## src/rtl/fifo_stream_reader.sv

```systemverilog
// fifo_stream_reader: read-side controller for the team's synchronous FIFO.
// It issues FIFO reads, captures the registered read data one cycle later, and
// presents the words on a valid/ready stream through a 3-entry buffer. The
// read strobe depends only on registered state and the FIFO flag, never on
// m_ready, so the FIFO read path stays short while one word per clock is
// sustained.
// Optional build macro: FIFO_STREAM_READER_PKT_LAST_EN enables m_last framing
// every PKT_LEN popped words. Without it m_last is tied low.
module fifo_stream_reader #(
    parameter int DATA_WIDTH = 8,
    parameter int PKT_LEN    = 16
) (
    input  logic                  clk,
    input  logic                  reset_n,
    input  logic                  drain_en,
    input  logic                  fifo_empty,
    input  logic [DATA_WIDTH-1:0] fifo_data_out,
    output logic                  fifo_rd_en,
    output logic                  m_valid,
    input  logic                  m_ready,
    output logic [DATA_WIDTH-1:0] m_data,
    output logic                  m_last,
    output logic                  busy
);

    localparam int         DEPTH    = 3;
    localparam logic [1:0] LAST_IDX = 2'd2;
    localparam logic [2:0] DEPTH_V  = 3'd3;

    // A packet must hold at least one word.
    if (PKT_LEN < 1) begin : g_pkt_len_invalid
        $error("fifo_stream_reader: PKT_LEN must be at least 1");
    end

    // Buffer storage and bookkeeping
    logic [DATA_WIDTH-1:0] buf_q [0:DEPTH-1];
    logic [DATA_WIDTH-1:0] buf_d [0:DEPTH-1];
    logic [1:0]            wr_ptr_q, wr_ptr_d;
    logic [1:0]            rd_ptr_q, rd_ptr_d;
    logic [1:0]            count_q,  count_d;
    logic                  inflight_q, inflight_d;

    // Registered stream-side outputs
    logic                  m_valid_q, m_valid_d;
    logic [DATA_WIDTH-1:0] m_data_q,  m_data_d;
    logic                  busy_q,    busy_d;

    // Control strobes
    logic                  push_s;
    logic                  pop_s;
    logic                  rd_en_s;
    logic [2:0]            occupancy_s;

    // Advance a buffer pointer, wrapping 2 -> 0.
    function automatic logic [1:0] ptr_inc(input logic [1:0] p);
        logic [1:0] r;
        case (p)
            2'd0:    r = 2'd1;
            2'd1:    r = 2'd2;
            LAST_IDX: r = 2'd0;
            default: r = 2'd0;
        endcase
        return r;
    endfunction

    // Words owed to downstream: buffered plus the one still in flight from the FIFO.
    assign occupancy_s = {1'b0, count_q} + {2'b00, inflight_q};
    // A read is only issued when its word is guaranteed a free buffer slot.
    assign rd_en_s     = reset_n && drain_en && !fifo_empty && (occupancy_s < DEPTH_V);
    assign push_s      = inflight_q;
    assign pop_s       = m_valid_q && m_ready;

    assign fifo_rd_en  = rd_en_s;
    assign m_valid     = m_valid_q;
    assign m_data      = m_data_q;
    assign busy        = busy_q;

    // Buffer next state: capture landing FIFO data at the tail, retire the head on pop.
    always_comb begin
        for (int i = 0; i < DEPTH; i++) begin
            buf_d[i] = buf_q[i];
        end
        wr_ptr_d   = wr_ptr_q;
        rd_ptr_d   = rd_ptr_q;
        count_d    = count_q;
        inflight_d = rd_en_s;

        if (push_s) begin
            buf_d[wr_ptr_q] = fifo_data_out;
            wr_ptr_d        = ptr_inc(wr_ptr_q);
        end else begin
            wr_ptr_d = wr_ptr_q;
        end

        if (pop_s) begin
            rd_ptr_d = ptr_inc(rd_ptr_q);
        end else begin
            rd_ptr_d = rd_ptr_q;
        end

        case ({push_s, pop_s})
            2'b10:   count_d = count_q + 2'd1;
            2'b01:   count_d = count_q - 2'd1;
            default: count_d = count_q;
        endcase
    end

    // Stream outputs next state: pre-compute what the buffer head will be after the edge.
    always_comb begin
        m_valid_d = 1'b0;
        m_data_d  = '0;
        busy_d    = 1'b0;
        if (count_d != 2'd0) begin
            m_valid_d = 1'b1;
        end else begin
            m_valid_d = 1'b0;
        end
        m_data_d = buf_d[rd_ptr_d];
        busy_d   = inflight_d || (count_d != 2'd0);
    end

    // Main state register with synchronous active-low reset.
    always_ff @(posedge clk) begin
        if (!reset_n) begin
            for (int i = 0; i < DEPTH; i++) begin
                buf_q[i] <= '0;
            end
            wr_ptr_q   <= 2'd0;
            rd_ptr_q   <= 2'd0;
            count_q    <= 2'd0;
            inflight_q <= 1'b0;
            m_valid_q  <= 1'b0;
            m_data_q   <= '0;
            busy_q     <= 1'b0;
        end else begin
            for (int i = 0; i < DEPTH; i++) begin
                buf_q[i] <= buf_d[i];
            end
            wr_ptr_q   <= wr_ptr_d;
            rd_ptr_q   <= rd_ptr_d;
            count_q    <= count_d;
            inflight_q <= inflight_d;
            m_valid_q  <= m_valid_d;
            m_data_q   <= m_data_d;
            busy_q     <= busy_d;
        end
    end

`ifdef FIFO_STREAM_READER_PKT_LAST_EN
    localparam int                     PKT_CNT_W = $clog2(PKT_LEN) + 1;
    localparam logic [PKT_CNT_W-1:0]   PKT_LAST_V = PKT_CNT_W'(PKT_LEN - 1);

    logic [PKT_CNT_W-1:0] pkt_cnt_q, pkt_cnt_d;
    logic                 m_last_q,  m_last_d;

    // Packet position: count popped words, wrapping after the packet's last word.
    always_comb begin
        pkt_cnt_d = pkt_cnt_q;
        m_last_d  = 1'b0;
        if (pop_s) begin
            if (m_last_q) begin
                pkt_cnt_d = '0;
            end else begin
                pkt_cnt_d = pkt_cnt_q + PKT_CNT_W'(1);
            end
        end else begin
            pkt_cnt_d = pkt_cnt_q;
        end
        if ((count_d != 2'd0) && (pkt_cnt_d == PKT_LAST_V)) begin
            m_last_d = 1'b1;
        end else begin
            m_last_d = 1'b0;
        end
    end

    // Packet counter and registered m_last with synchronous active-low reset.
    always_ff @(posedge clk) begin
        if (!reset_n) begin
            pkt_cnt_q <= '0;
            m_last_q  <= 1'b0;
        end else begin
            pkt_cnt_q <= pkt_cnt_d;
            m_last_q  <= m_last_d;
        end
    end

    assign m_last = m_last_q;
`else
    assign m_last = 1'b0;
`endif

endmodule

```

## config.mk

```make
export PLATFORM = sky130hd
export DESIGN_NAME = fifo_stream_reader
export DESIGN_NICKNAME = d
export VERILOG_FILES = /design/src/rtl/fifo_stream_reader.sv
export SDC_FILE = /design/constraint.sdc
export NUM_CORES = 1
export LEC_CHECK = 0
export BUFFER_PORTS_ARGS = -buffer_cell sky130_fd_sc_hd__buf_2
export CAP_MARGIN = 20
export CELL_PAD_IN_SITES_DETAIL_PLACEMENT = 0
export CELL_PAD_IN_SITES_GLOBAL_PLACEMENT = 1
export CORE_MARGIN = 2
export CORE_UTILIZATION = 42
export DETAILED_ROUTE_END_ITERATION = 7
export PLACE_DENSITY_LB_ADDON = 0.12
export SLEW_MARGIN = 5
export SYNTH_ARGS = -nofsm -noshare
export SYNTH_HDL_FRONTEND = slang
export SYNTH_SLANG_ARGS = --single-unit
```

## constraint.sdc

```tcl
create_clock -name clk -period 2 [get_ports clk]
set_clock_uncertainty 0.15 [all_clocks]
set_input_delay 0.3 -clock clk [delete_from_list [all_inputs] [get_ports clk]]
set_output_delay 0.3 -clock clk [all_outputs]
set_load 0.01 [all_outputs]
```

Yosys cells after proc, flatten, opt, wreduce, memory -nomap -nowiden:

Memory sizes are Yosys's and may differ from the RTL's.
Index checks and enable logic that the tools add are counted.

* register bits: 17
* bits in writable memories: 24
* input bits: 13
* memories: 1

Memories
* buf_q: depth 3, bits a word 8, read ports 3, clocked after memory_dff 0, write ports 3, RTL line 36 `logic [DATA_WIDTH-1:0] buf_q [0:DEPTH-1];`

* add/subtract/negate cells: 3
* magnitude comparators: 4
* equality and inequality tests: 4
* muxes and demuxes: 17
* bitwise operators: 5
* reduce and logical (&&, ||, !) cells: 10

Operator list (number)
* $mux 8: 6
* $bwmux 24: 1
* $mux 24: 1
* $bmux 8 s2: 1
* $demux 8 s2: 1
* $pmux 2 s2: 3
* $eq 2x1->1 const B: 3
* $ge 3x3->1 const B: 2
* $not 2->3: 2
* $logic_and 1x1->1: 5
* $logic_not 2->1: 2
* $add 2x1->3: 1
* $lt 3x1->1 const B: 1
* $lt 3x2->1 const B: 1
* $mux 1: 3
* $or 1x1->1: 3
* $add 2x1->2 const B: 1
* $eq 2x2->1 const B: 1
* $mux 2: 1
* $reduce_bool 2->1: 1
* $sub 2x1->2 const B: 1
* $logic_not 1->1: 1
* $logic_or 1x1->1: 1

Logic depth before layout (Yosys ltp):

Gate-level depths: netlist of run 1.

* depth after elaboration: 10
* depth in mapped cells: 7

Worst setup path before layout of run 1:

No wires, ideal clock.

* path type: flip-flop to output port
* start: reg count_q[0]
* end: out fifo_rd_en
* arrival: 1.524 ns
* setup slack: 0.026 ns
* stages on the path, launching flop included: 4
* path through: dfxtp_1 -> ha_1 -> ha_1 -> a2111oi_0

* word-level cells in the longest chain between the ends: 3

Ends and longest elaborated chain
* start: declaration: RTL line 40 `logic [1:0] count_q, count_d;`
* start signal: assignment: RTL line 141 `count_q <= count_d;`
* $add 2x1->3: RTL line 67 `assign occupancy_s = {1'b0, count_q} + {2'b00, inflight_q};`
* $lt 3x2->1: RTL line 69 `assign rd_en_s = reset_n && drain_en && !fifo_empty && (occupancy_s < DEPTH_V);`
* $logic_and 1x1->1: RTL line 69
* end: declaration: RTL line 18 `output logic fifo_rd_en,`

No other way between the ends.

Worst setup path in the final report of run 1:

* start: reg inflight_q
* end: out fifo_rd_en

* word-level cells in the longest chain between the ends: 3

Ends and longest elaborated chain
* start: declaration: RTL line 41 `logic inflight_q, inflight_d;`
* start signal: assignment: RTL line 142 `inflight_q <= inflight_d;`
* $add 2x1->3: RTL line 67
* $lt 3x2->1: RTL line 69
* $logic_and 1x1->1: RTL line 69

No other way between the ends.

==> flow_summary_export.csv, run 1 <==
group,metric,value,unit
logic_synthesis,synthFlopType,"dfxtp_1",
finish,drive_gt1_frac,0.230,
floorplanning,num_rows,23,
power_and_ir_drop,power-per-cell-area,912,mW/mm2
finish,post-route-util,0.532,
power_and_ir_drop,p_seq_frac,0.466,
detailed_routing,wl_per_cell,15.1,um
sta,max_slew_margin,0.683,
clocking,clk_pin_slew,70,ps
place,dp_hpwl,2.96,mm
grt,antenna_found_initial,0,
setup_path,critPathCapture,"fifo_rd_en",
place,port-buffer-count,23,
finish,area_growth,21.9,%
setup_path,path_class,"flip-flop to output pin",
setup_path,cp_cell_sequence,"ha_4 -> ha_4 -> a2111oi_4 -> buf_2",
place,gp_congestion,0.787,
logic_synthesis,synth_nets,213,
finish,antenna-diode-count,0,
clocking,clock-root-buffer,"clkbuf_8",
logic_synthesis,syn_area,0.00175,mm2
clocking,postCtsHoldBufs,0,
logic_synthesis,synth_top_cell_area_share,0.470,
power_and_ir_drop,power.leakage,0.916,nW
grt,grt_pass1_wl,6.71,mm
power_and_ir_drop,clkPwrFrac,0.356,
logic_synthesis,synth_commonest_cells,"41 x dfxtp_1, 37 x nand2_1, 27 x a21oi_1",
sta,finalSetupViolCount,0,
sta,period_share,0.966,
setup_path,cp_slowest_stage_delay,340,ps
clocking,cts_buffers,5,
sta,slew_viol_final,0,
sta,whs,101,ps
outcome,status,"complete, no violations",
setup_path,critPathLaunch,"inflight_q",
floorplanning,ioPinCount,25,
floorplanning,initial_utilization,0.436,
logic_synthesis,yosysMostFrequentCell,"dfxtp_1",
logic_synthesis,synth_area_leader_cell,"dfxtp_1",
worst_hold_path,worstHoldStart,"fifo_empty",
finish,seq_area,823,um2
power_and_ir_drop,p_sw,0.508,mW
sta,rsz0062_at_grt,"true",
run,maxCapViolations,0,
floorplanning,die_area,0.00469,mm2
logic_synthesis,netlist_top_cells_area,"dfxtp_1 47%, nand2_1 8.0%, a21oi_1 7.7%",
detailed_routing,viasPerCell,5.27,
setup_path,worstPathMaxFanout,2,
sta,layout_min_cycle_time,1930,ps
logic_synthesis,synth_edf_count,0,
power_and_ir_drop,peakVddDrop,0.000481,V
setup_path,reg2reg_depth,6,
grt,grt_pass1_vias,1421,
power_and_ir_drop,p_int,1.43,mW
logic_synthesis,synth.avg_cell_area,8.86,um2
worst_hold_path,min_path_type,"input port to flip-flop",
clocking,tritoncts,"built",
logic_synthesis,synth_seq_cells,41,
setup_path,start_kind,"flip-flop",
clocking,cts_sinks,41,
sta,finalHoldViolCount,0,
grt,overflow,0,
detailed_routing,vias,1476,
logic_synthesis,ys_types,32,
worst_hold_path,holdPathStages,2,
sta,max_freq,0.517,GHz
detailed_routing,routed_wl,4.21,mm
power_and_ir_drop,p_comb_frac,0.178,
floorplanning,die_w,68.5,um
logic_synthesis,yosysWarningCount,0,
setup_path,endpoint_kind,"output pin",
clocking,clockBufferDepth,2,
clocking,insertion_delay,290,ps
setup_path,required,1550,ps
setup_path,crit_top_cell,"ha_4",
setup_path,slowest_stage,"dfxtp_2",
logic_synthesis,ys_async_sr_fraction,0,
grt,grt_max_degree,22,
detailed_routing,drt_iter0_markers,71,
grt,grt_usage,0.203,
logic_synthesis,seq_area_frac_synth,0.470,
setup_path,r2r-start,"inflight_q",
detailed_routing,drc,0,
floorplanning,core,0.00400,mm2
detailed_routing,dr.pass1.iters,4,
detailed_routing,postRouteAntennaNets,0,
finish,nets,245,
setup_path,cp_data_arrival_time,1480,ps
floorplanning,die_h,68.5,um
finish,multiInputGateArea,886,um2
logic_synthesis,syn_inst,197,
setup_path,reg2reg_to,"busy",
power_and_ir_drop,power,1.94,mW
setup_path,r2r_setup_slack,140,ps
finish,fillers,385,
power_and_ir_drop,switching_share,0.262,
clocking,h-tree-depth,2,
sta,tightest_slew,463,ps
cell usage in the layout (no fill, tap or decap), types with 6 or more instances in the layout:
cell type,netlist,final
mux2i_1,8,8
buf_2,3,23
nor3_1,9,9
buf_4,1,11
nand2b_1,8,8
o32ai_1,8,8
clkbuf_8,0,6
o31ai_1,8,8
a21oi_1,27,27
dfxtp_1,41,39
nand2_1,37,37
nor2_1,6,6
inv_1,11,11
worst max-delay path, delay by kind of cell (launching register included):
kind | cells | cell delay [ps]
compound gates | 1 | 290
fa+ha+maj | 2 | 380
buf+inv | 1 | 180
flops | 1 | 340
layout make-up:
| class | count | share of cell area |
|---|---|---|
| clock buffers | 7 | 0.0406 |
| clock inverters | 1 | 0.0141 |
| inverters | 11 | 0.0194 |
| multi-input cells | 136 | 0.416 |
| flip-flops and latches | 41 | 0.387 |
| well taps | 50 | 0.0294 |
| repair buffers | 34 | 0.0929 |
through the flow:
stage / area [um2] / instances / setup WS (ps) / TNS (ps)
after detailed placement: 1960 / 271 / -4.65 / -4.65
after global placement: 1960 / 271 / 95.4 / 0
after CTS: 2120 / 280 / 6.68 / 0
after global routing: 2130 / 280 / -9.98 / -9.98
after floorplan: 1750 / 197 / 26.2 / 0
final: 2130 / 280 / 67.5 / 0
sequential cells by signal, summed over array words and instances, names as in the netlist:
signal and flops:
m_data 8, rd_ptr_q 2, buf_q 24, count_q 2
inflight_q 1, m_valid 1, wr_ptr_q 2, busy 1
worst min-delay path by stage:
stage | to
floorplan | inflight_q
global placement | buf_q[0][10]
detailed placement | buf_q[0][10]
CTS | buf_q[0][15]
global route | inflight_q
finish | inflight_q
kinds of logic after synthesis:
logic type	count (synthesis)	share of synthesized area
compound gates	50	0.193
xor+xnor	2	0.0100
fa+ha+maj	3	0.0215
buf+inv	20	0.0473
flops	41	0.470
mux	8	0.0459
other cells	1	0.00215
simple gates	72	0.210
repair_timing:
| action | in CTS | in global routing |
|---|---|---|
| resized for setup | 6 | 2 |
| pin swaps | 0 | 1 |
| setup endpoints to repair | 1 | 1 |
| hold endpoints to repair | 0 | 0 |
| setup buffers | 1 | 0 |
power groups by stage:
stage	clock [mW]	sequential, mW	combinational (mW)
after global routing	0.744	0.912	0.378
after global placement	0	0.919	0.310
after CTS	0.706	0.903	0.341
final	0.690	0.904	0.345
after detailed placement	0	0.923	0.317
after floorplan	0	0.939	0.182
metal layers:
metal / GRT usage / routed length, um / part of all wire
met5: 0 / 0 / 0
met4: 0.0750 / 63 / 0.015
met3: 0.0543 / 138 / 0.033
met2: 0.349 / 2100 / 0.50
met1: 0.240 / 1910 / 0.45
Note: power is estimated with default switching activity, not from simulation.
==> run 2: changes to the inputs <==
--- a/config.mk
+++ b/config.mk
@@ -5,12 +5,14 @@
 export SDC_FILE = /design/constraint.sdc
 export NUM_CORES = 1
 export LEC_CHECK = 0
+export ABC_AREA = 1
 export BUFFER_PORTS_ARGS = -buffer_cell sky130_fd_sc_hd__buf_2
 export CAP_MARGIN = 20
 export CELL_PAD_IN_SITES_DETAIL_PLACEMENT = 0
 export CELL_PAD_IN_SITES_GLOBAL_PLACEMENT = 1
 export CORE_MARGIN = 2
-export CORE_UTILIZATION = 42
+export CORE_UTILIZATION = 43
+export CTS_BUF_LIST = sky130_fd_sc_hd__clkbuf_4 sky130_fd_sc_hd__clkbuf_8
 export DETAILED_ROUTE_END_ITERATION = 7
 export PLACE_DENSITY_LB_ADDON = 0.12
 export SLEW_MARGIN = 5
==> flow_summary_export.csv, run 2 <==
group,metric,value,unit
outcome,status,"complete, no violations",
worst_hold_path,holdPathStages,3,
finish,fillers,417,
finish,post-route-util,0.520,
power_and_ir_drop,switching_share,0.276,
setup_path,cp_data_arrival_time,1420,ps
logic_synthesis,syn_area,0.00178,mm2
logic_synthesis,ys_types,25,
setup_path,endpoint_kind,"output pin",
finish,drive_gt1_frac,0.232,
power_and_ir_drop,power,2.11,mW
power_and_ir_drop,p_int,1.53,mW
logic_synthesis,synth.avg_cell_area,7.61,um2
clocking,cts_resized,0,
place,dp_hpwl,2.66,mm
logic_synthesis,synth_seq_cells,41,
floorplanning,num_rows,23,
logic_synthesis,synth_area_leader_cell,"dfxtp_1",
logic_synthesis,yosysMostFrequentCell,"nand2_1",
clocking,insertion_delay,300,ps
sta,layout_min_cycle_time,1870,ps
grt,overflow,0,
sta,rsz0062_at_grt,"false",
logic_synthesis,netlist_top_cells_area,"dfxtp_1 46%, nand2_1 12%, inv_1 6.7%",
sta,setup-tns-final,0,ps
clocking,cts_buffers,5,
grt,grt_pass1_vias,1348,
place,port-buffer-count,23,
logic_synthesis,synth_edf_count,0,
floorplanning,ioPinCount,25,
finish,final_cell_mix,"59 x nand2_1, 41 x dfxtp_1, 32 x inv_1, 23 x buf_2, 22 x nand3_1",
grt,grt_max_degree,16,
power_and_ir_drop,power-per-cell-area,1020,mW/mm2
worst_hold_path,min_path_type,"input port to flip-flop",
clocking,clockBufferDepth,2,
sta,finalWorstSetupSlack,130,ps
sta,max_freq,0.535,GHz
setup_path,reg2reg_to,"m_valid",
worst_hold_path,worstHoldStart,"fifo_data_out[4]",
setup_path,r2r-start,"m_valid",
sta,slew_viol_final,0,
setup_path,start_kind,"flip-flop",
clocking,h-tree-depth,2,
detailed_routing,routed_wl,3.74,mm
power_and_ir_drop,power.leakage,1.09,nW
logic_synthesis,synth_xor_area_frac,0.00492,
logic_synthesis,synth-simple-area-share,0.327,
logic_synthesis,seq_area_frac_synth,0.461,
clocking,clk_pin_slew,80,ps
logic_synthesis,synthFlopType,"dfxtp_1",
detailed_routing,drc,0,
power_and_ir_drop,p_sw,0.584,mW
logic_synthesis,synthAdderAreaFrac,0.0211,
logic_synthesis,synth_top_cell_area_share,0.461,
detailed_routing,wl_per_cell,11.9,um
sta,finalHoldViolCount,0,
finish,antenna-diode-count,0,
detailed_routing,vias,1477,
sta,finalSetupViolCount,0,
worst_hold_path,whs_endpoint,"buf_q[0][4]",
grt,grt_usage,0.193,
detailed_routing,viasPerCell,4.72,
floorplanning,die_h,68.3,um
detailed_routing,dr.pass1.iters,4,
logic_synthesis,syn_inst,234,
logic_synthesis,synth.area.mux_share,0,
logic_synthesis,yosysWarningCount,0,
setup_path,worstPathMaxFanout,4,
clocking,tritoncts,"built",
power_and_ir_drop,peakVddDrop,0.000516,V
finish,largest_reg_flops,24,
setup_path,reg2reg_depth,9,
finish,nets,278,
logic_synthesis,synth_compound_area_frac,0.0878,
finish,final_common_cell,"nand2_1",
place,place_ws,260,ps
power_and_ir_drop,p_seq_frac,0.433,
detailed_routing,drt_iter0_markers,82,
detailed_routing,postRouteAntennaNets,0,
floorplanning,initial_utilization,0.445,
finish,regMostFlops,"buf_q",
clocking,postCtsHoldBufs,0,
setup_path,required,1550,ps
finish,area_growth,16.8,%
logic_synthesis,synth_commonest_cells,"59 x nand2_1, 41 x dfxtp_1, 32 x inv_1",
logic_synthesis,synth_top_family_by_area,"simple AND/OR/NAND/NOR gates",
power_and_ir_drop,clkPwrFrac,0.373,
sta,whs,137,ps
grt,grt_pass1_wl,6.53,mm
floorplanning,die_area,0.00467,mm2
clocking,cts_sinks,41,
floorplanning,core,0.00400,mm2
setup_path,r2r_setup_slack,370,ps
run,maxCapViolations,0,
place,gp_congestion,0.738,
grt,antenna_found_initial,0,
logic_synthesis,synth_nets,250,
power_and_ir_drop,p_comb_frac,0.194,
logic_synthesis,ys_async_sr_fraction,0,
clocking,clock-root-buffer,"clkbuf_8",
setup_path,path_class,"flip-flop to output pin",
sta,period_share,0.935,
floorplanning,die_w,68.3,um
[run 2: worst max path at each step]
| stage | from | end | slack, ps | cells after the start |
|---|---|---|---|---|
| finish | count_q[0] | fifo_rd_en | 130 | 6 |
| global route | count_q[0] | fifo_rd_en | 40 | 6 |
| CTS | count_q[0] | fifo_rd_en | 90 | 6 |
| detailed placement | m_ready | m_valid | 260 | 10 |
| global placement | m_ready | m_valid | 310 | 10 |
| floorplan | inflight_q | busy | 400 | 9 |
[run 2: cell families after synthesis]
kind of cell / after synthesis
DFF: 41
buffers and inverters: 40
and+or+nand+nor: 122
xor gates and xnor gates: 1
AOI/OAI and AO/OA: 26
adders and majority gates: 3
other: 1
[run 2: cell type report]
type	count	area [um2]	area share
Clock buffer	5	68.8	0.0331
Clock inverter	3	65.1	0.0313
Inverter	34	128	0.0614
Multi-Input combinational cell	153	790	0.380
Sequential cell	41	821	0.395
Tap cell	50	62.6	0.0301
Timing Repair Buffer	27	145	0.0698
[run 2: power by group through the flow]
stage,sequential [mW],clock [mW],combinational (mW)
6_report,0.917,0.789,0.410
5_1_grt,0.927,0.848,0.483
4_1_cts,0.918,0.809,0.412
3_5_place_dp,0.937,0,0.410
3_3_place_gp,0.936,0,0.411
2_1_floorplan,0.962,0,0.256
[run 2: stage by stage]
step	area (um2)	instances
floorplan	1780	234
global placement	1940	304
detailed placement	1940	304
CTS	2070	312
global route	2080	313
finish	2080	313
[run 2: repair_timing]
item	in CTS	in global routing
endpoints found under the hold margin	0	0
setup endpoints to repair	0	1
buffers inserted	0	1
[run 2: worst max-delay path, cell delays in order (launching register included)]
cell and delay (ps):
dfxtp_1 340, ha_1 210, ha_1 170, nor3_1 160, nand2_1 90, inv_1 50
buf_2 120
[run 2: per-layer routing]
metal | global-route usage | part of all wire | up-vias
met5 | 0 | 0 | -
met4 | 0.0750 | 0.018 | 0
met3 | 0.0543 | 0.053 | 8
met2 | 0.307 | 0.45 | 32
met1 | 0.248 | 0.48 | 654
li1 | - | - | 783
==> run 3: changes to the inputs <==
--- a/config.mk
+++ b/config.mk
@@ -6,14 +6,15 @@
 export NUM_CORES = 1
 export LEC_CHECK = 0
 export ABC_AREA = 1
-export BUFFER_PORTS_ARGS = -buffer_cell sky130_fd_sc_hd__buf_2
 export CAP_MARGIN = 20
 export CELL_PAD_IN_SITES_DETAIL_PLACEMENT = 0
 export CELL_PAD_IN_SITES_GLOBAL_PLACEMENT = 1
 export CORE_MARGIN = 2
-export CORE_UTILIZATION = 43
+export CORE_UTILIZATION = 47
 export CTS_BUF_LIST = sky130_fd_sc_hd__clkbuf_4 sky130_fd_sc_hd__clkbuf_8
 export DETAILED_ROUTE_END_ITERATION = 7
+export DONT_BUFFER_PORTS = 1
+export GPL_TIMING_DRIVEN = 0
 export PLACE_DENSITY_LB_ADDON = 0.12
 export SLEW_MARGIN = 5
 export SYNTH_ARGS = -nofsm -noshare
==> flow_summary_export.csv, run 3 (synthesis results as in run 2) <==
group,metric,value,unit
place,gp_congestion,0.787,
clocking,cts_setup_buffers,0,
clocking,postCtsHoldBufs,1,
sta,finalWorstSetupSlack,162,ps
setup_path,r2r_setup_slack,240,ps
outcome,status,"complete, no violations",
sta,rsz0062_at_grt,"false",
setup_path,cp_cell_sequence,"ha_1 -> ha_1 -> nor3_1 -> nand2_1 -> inv_1",
grt,overflow,0,
detailed_routing,postRouteAntennaNets,0,
setup_path,crit_top_cell,"ha_1",
finish,largest_reg_flops,24,
floorplanning,die_area,0.00430,mm2
finish,regMostFlops,"buf_q",
finish,nets,258,
setup_path,endpoint_kind,"output pin",
detailed_routing,dr.pass1.iters,4,
finish,multiInputGateArea,790,um2
finish,antenna-diode-count,0,
sta,finalHoldViolCount,0,
setup_path,cp_data_arrival_time,1390,ps
setup_path,reg2reg_depth,9,
finish,final_cell_mix,"59 x nand2_1, 41 x dfxtp_1, 32 x inv_1, 22 x nand3_1, 21 x nor2_1",
clocking,cts_resized,0,
place,port-buffer-count,0,
clocking,cts_sinks,41,
finish,fillers,360,
setup_path,r2r-start,"inflight_q",
setup_path,required,1550,ps
power_and_ir_drop,peakVddDrop,0.000514,V
finish,post-route-util,0.538,
grt,grt_max_degree,14,
floorplanning,core,0.00366,mm2
place,place_ws,240,ps
clocking,insertion_delay,290,ps
sta,layout_min_cycle_time,1840,ps
clocking,clock-root-buffer,"clkbuf_8",
finish,drive_gt1_frac,0.160,
clocking,clk_pin_slew,80,ps
grt,grt_usage,0.194,
sta,max_freq,0.544,GHz
clocking,clockBufferDepth,2,
grt,antenna_found_initial,0,
setup_path,path_class,"flip-flop to output pin",
floorplanning,ioPinCount,25,
setup_path,reg2reg_to,"busy",
clocking,h-tree-depth,2,
grt,grt_pass1_wl,6.24,mm
place,place_inst,282,
setup_path,slowest_stage,"dfxtp_1",
worst_hold_path,holdPathStages,2,
finish,seq_area,821,um2
power_and_ir_drop,power.leakage,0.989,nW
sta,period_share,0.919,
grt,grt_pass1_vias,1302,
detailed_routing,drt_iter0_markers,68,
finish,fin_cells,291,
setup_path,critical-path-top-delay-family,"adder cells",
place,dp_hpwl,2.72,mm
worst_hold_path,min_path_type,"input port to flip-flop",
setup_path,start_kind,"flip-flop",
detailed_routing,viasPerCell,4.88,
power_and_ir_drop,power-per-cell-area,996,mW/mm2
worst_hold_path,whs_endpoint,"buf_q[0][8]",
floorplanning,die_h,65.6,um
floorplanning,initial_utilization,0.486,
detailed_routing,vias,1421,
floorplanning,die_w,65.6,um
run,maxCapViolations,0,
sta,setup-tns-final,0,ps
sta,slew_viol_final,0,
finish,final_common_cell,"nand2_1",
setup_path,cp_slowest_stage_delay,340,ps
finish,area_growth,10.7,%
worst_hold_path,worstHoldStart,"fifo_data_out[0]",
setup_path,worstPathMaxFanout,4,
setup_path,worst-path-buf-inv,1,
floorplanning,num_rows,22,
clocking,tritoncts,"built",
detailed_routing,wl_per_cell,12.3,um
detailed_routing,routed_wl,3.58,mm
clocking,cts_buffers,5,
sta,finalSetupViolCount,0,
detailed_routing,drc,0,
run 3: worst max-delay path by stage:
| stage | slack (ps) | from | to | cells after the start |
|---|---|---|---|---|
| after detailed placement | 240 | inflight_q | m_valid | 9 |
| final | 160 | count_q[0] | fifo_rd_en | 5 |
| after floorplan | 400 | inflight_q | busy | 9 |
| after global routing | 70 | inflight_q | busy | 9 |
| after CTS | 140 | count_q[0] | fifo_rd_en | 5 |
| after global placement | 270 | inflight_q | m_valid | 9 |
run 3: routing by layer:
layer	global-route usage	wire, um	vias to the layer above
met2	0.320	1680	32
met3	0.0599	201	4
met1	0.241	1670	637
met4	0.0599	36	0
met5	0	0	-
li1	-	-	748
run 3: power breakdown:
group | switching [mW] | total, mW | internal (mW)
Combinational | 0.215 | 0.324 | 0.109
Sequential | 0.0579 | 0.949 | 0.891
Clock | 0.283 | 0.689 | 0.406
Total | 0.556 | 1.96 | 1.41
run 3: per-stage QoR:
step                power, mW  instance area, um2  hold slack [ps]
global route             2.08                1970             13.8
global placement         1.28                1840              304
finish                   1.96                1970             19.4
detailed placement       1.29                1840              307
floorplan                1.22                1780              295
CTS                      1.99                1970             8.26
run 3: area by class of cell:
class | count | share of cell area
Buffer | 6 | 0.0216
Inverter | 34 | 0.0648
Clock buffer | 6 | 0.0419
Timing Repair Buffer | 1 | 0.00508
Sequential cell | 41 | 0.417
Clock inverter | 2 | 0.0190
Tap cell | 48 | 0.0305
Multi-Input combinational cell | 153 | 0.401
run 3: worst reg2reg max path, cell delays in order, from the launching register on:
cell and delay (ps):
dfxtp_1 350, buf_4 210, inv_1 100, ha_1 320
a21oi_1 120, nand2_1 70, o21ai_0 140, inv_1 50
nand2_1 90, nand2_1 60
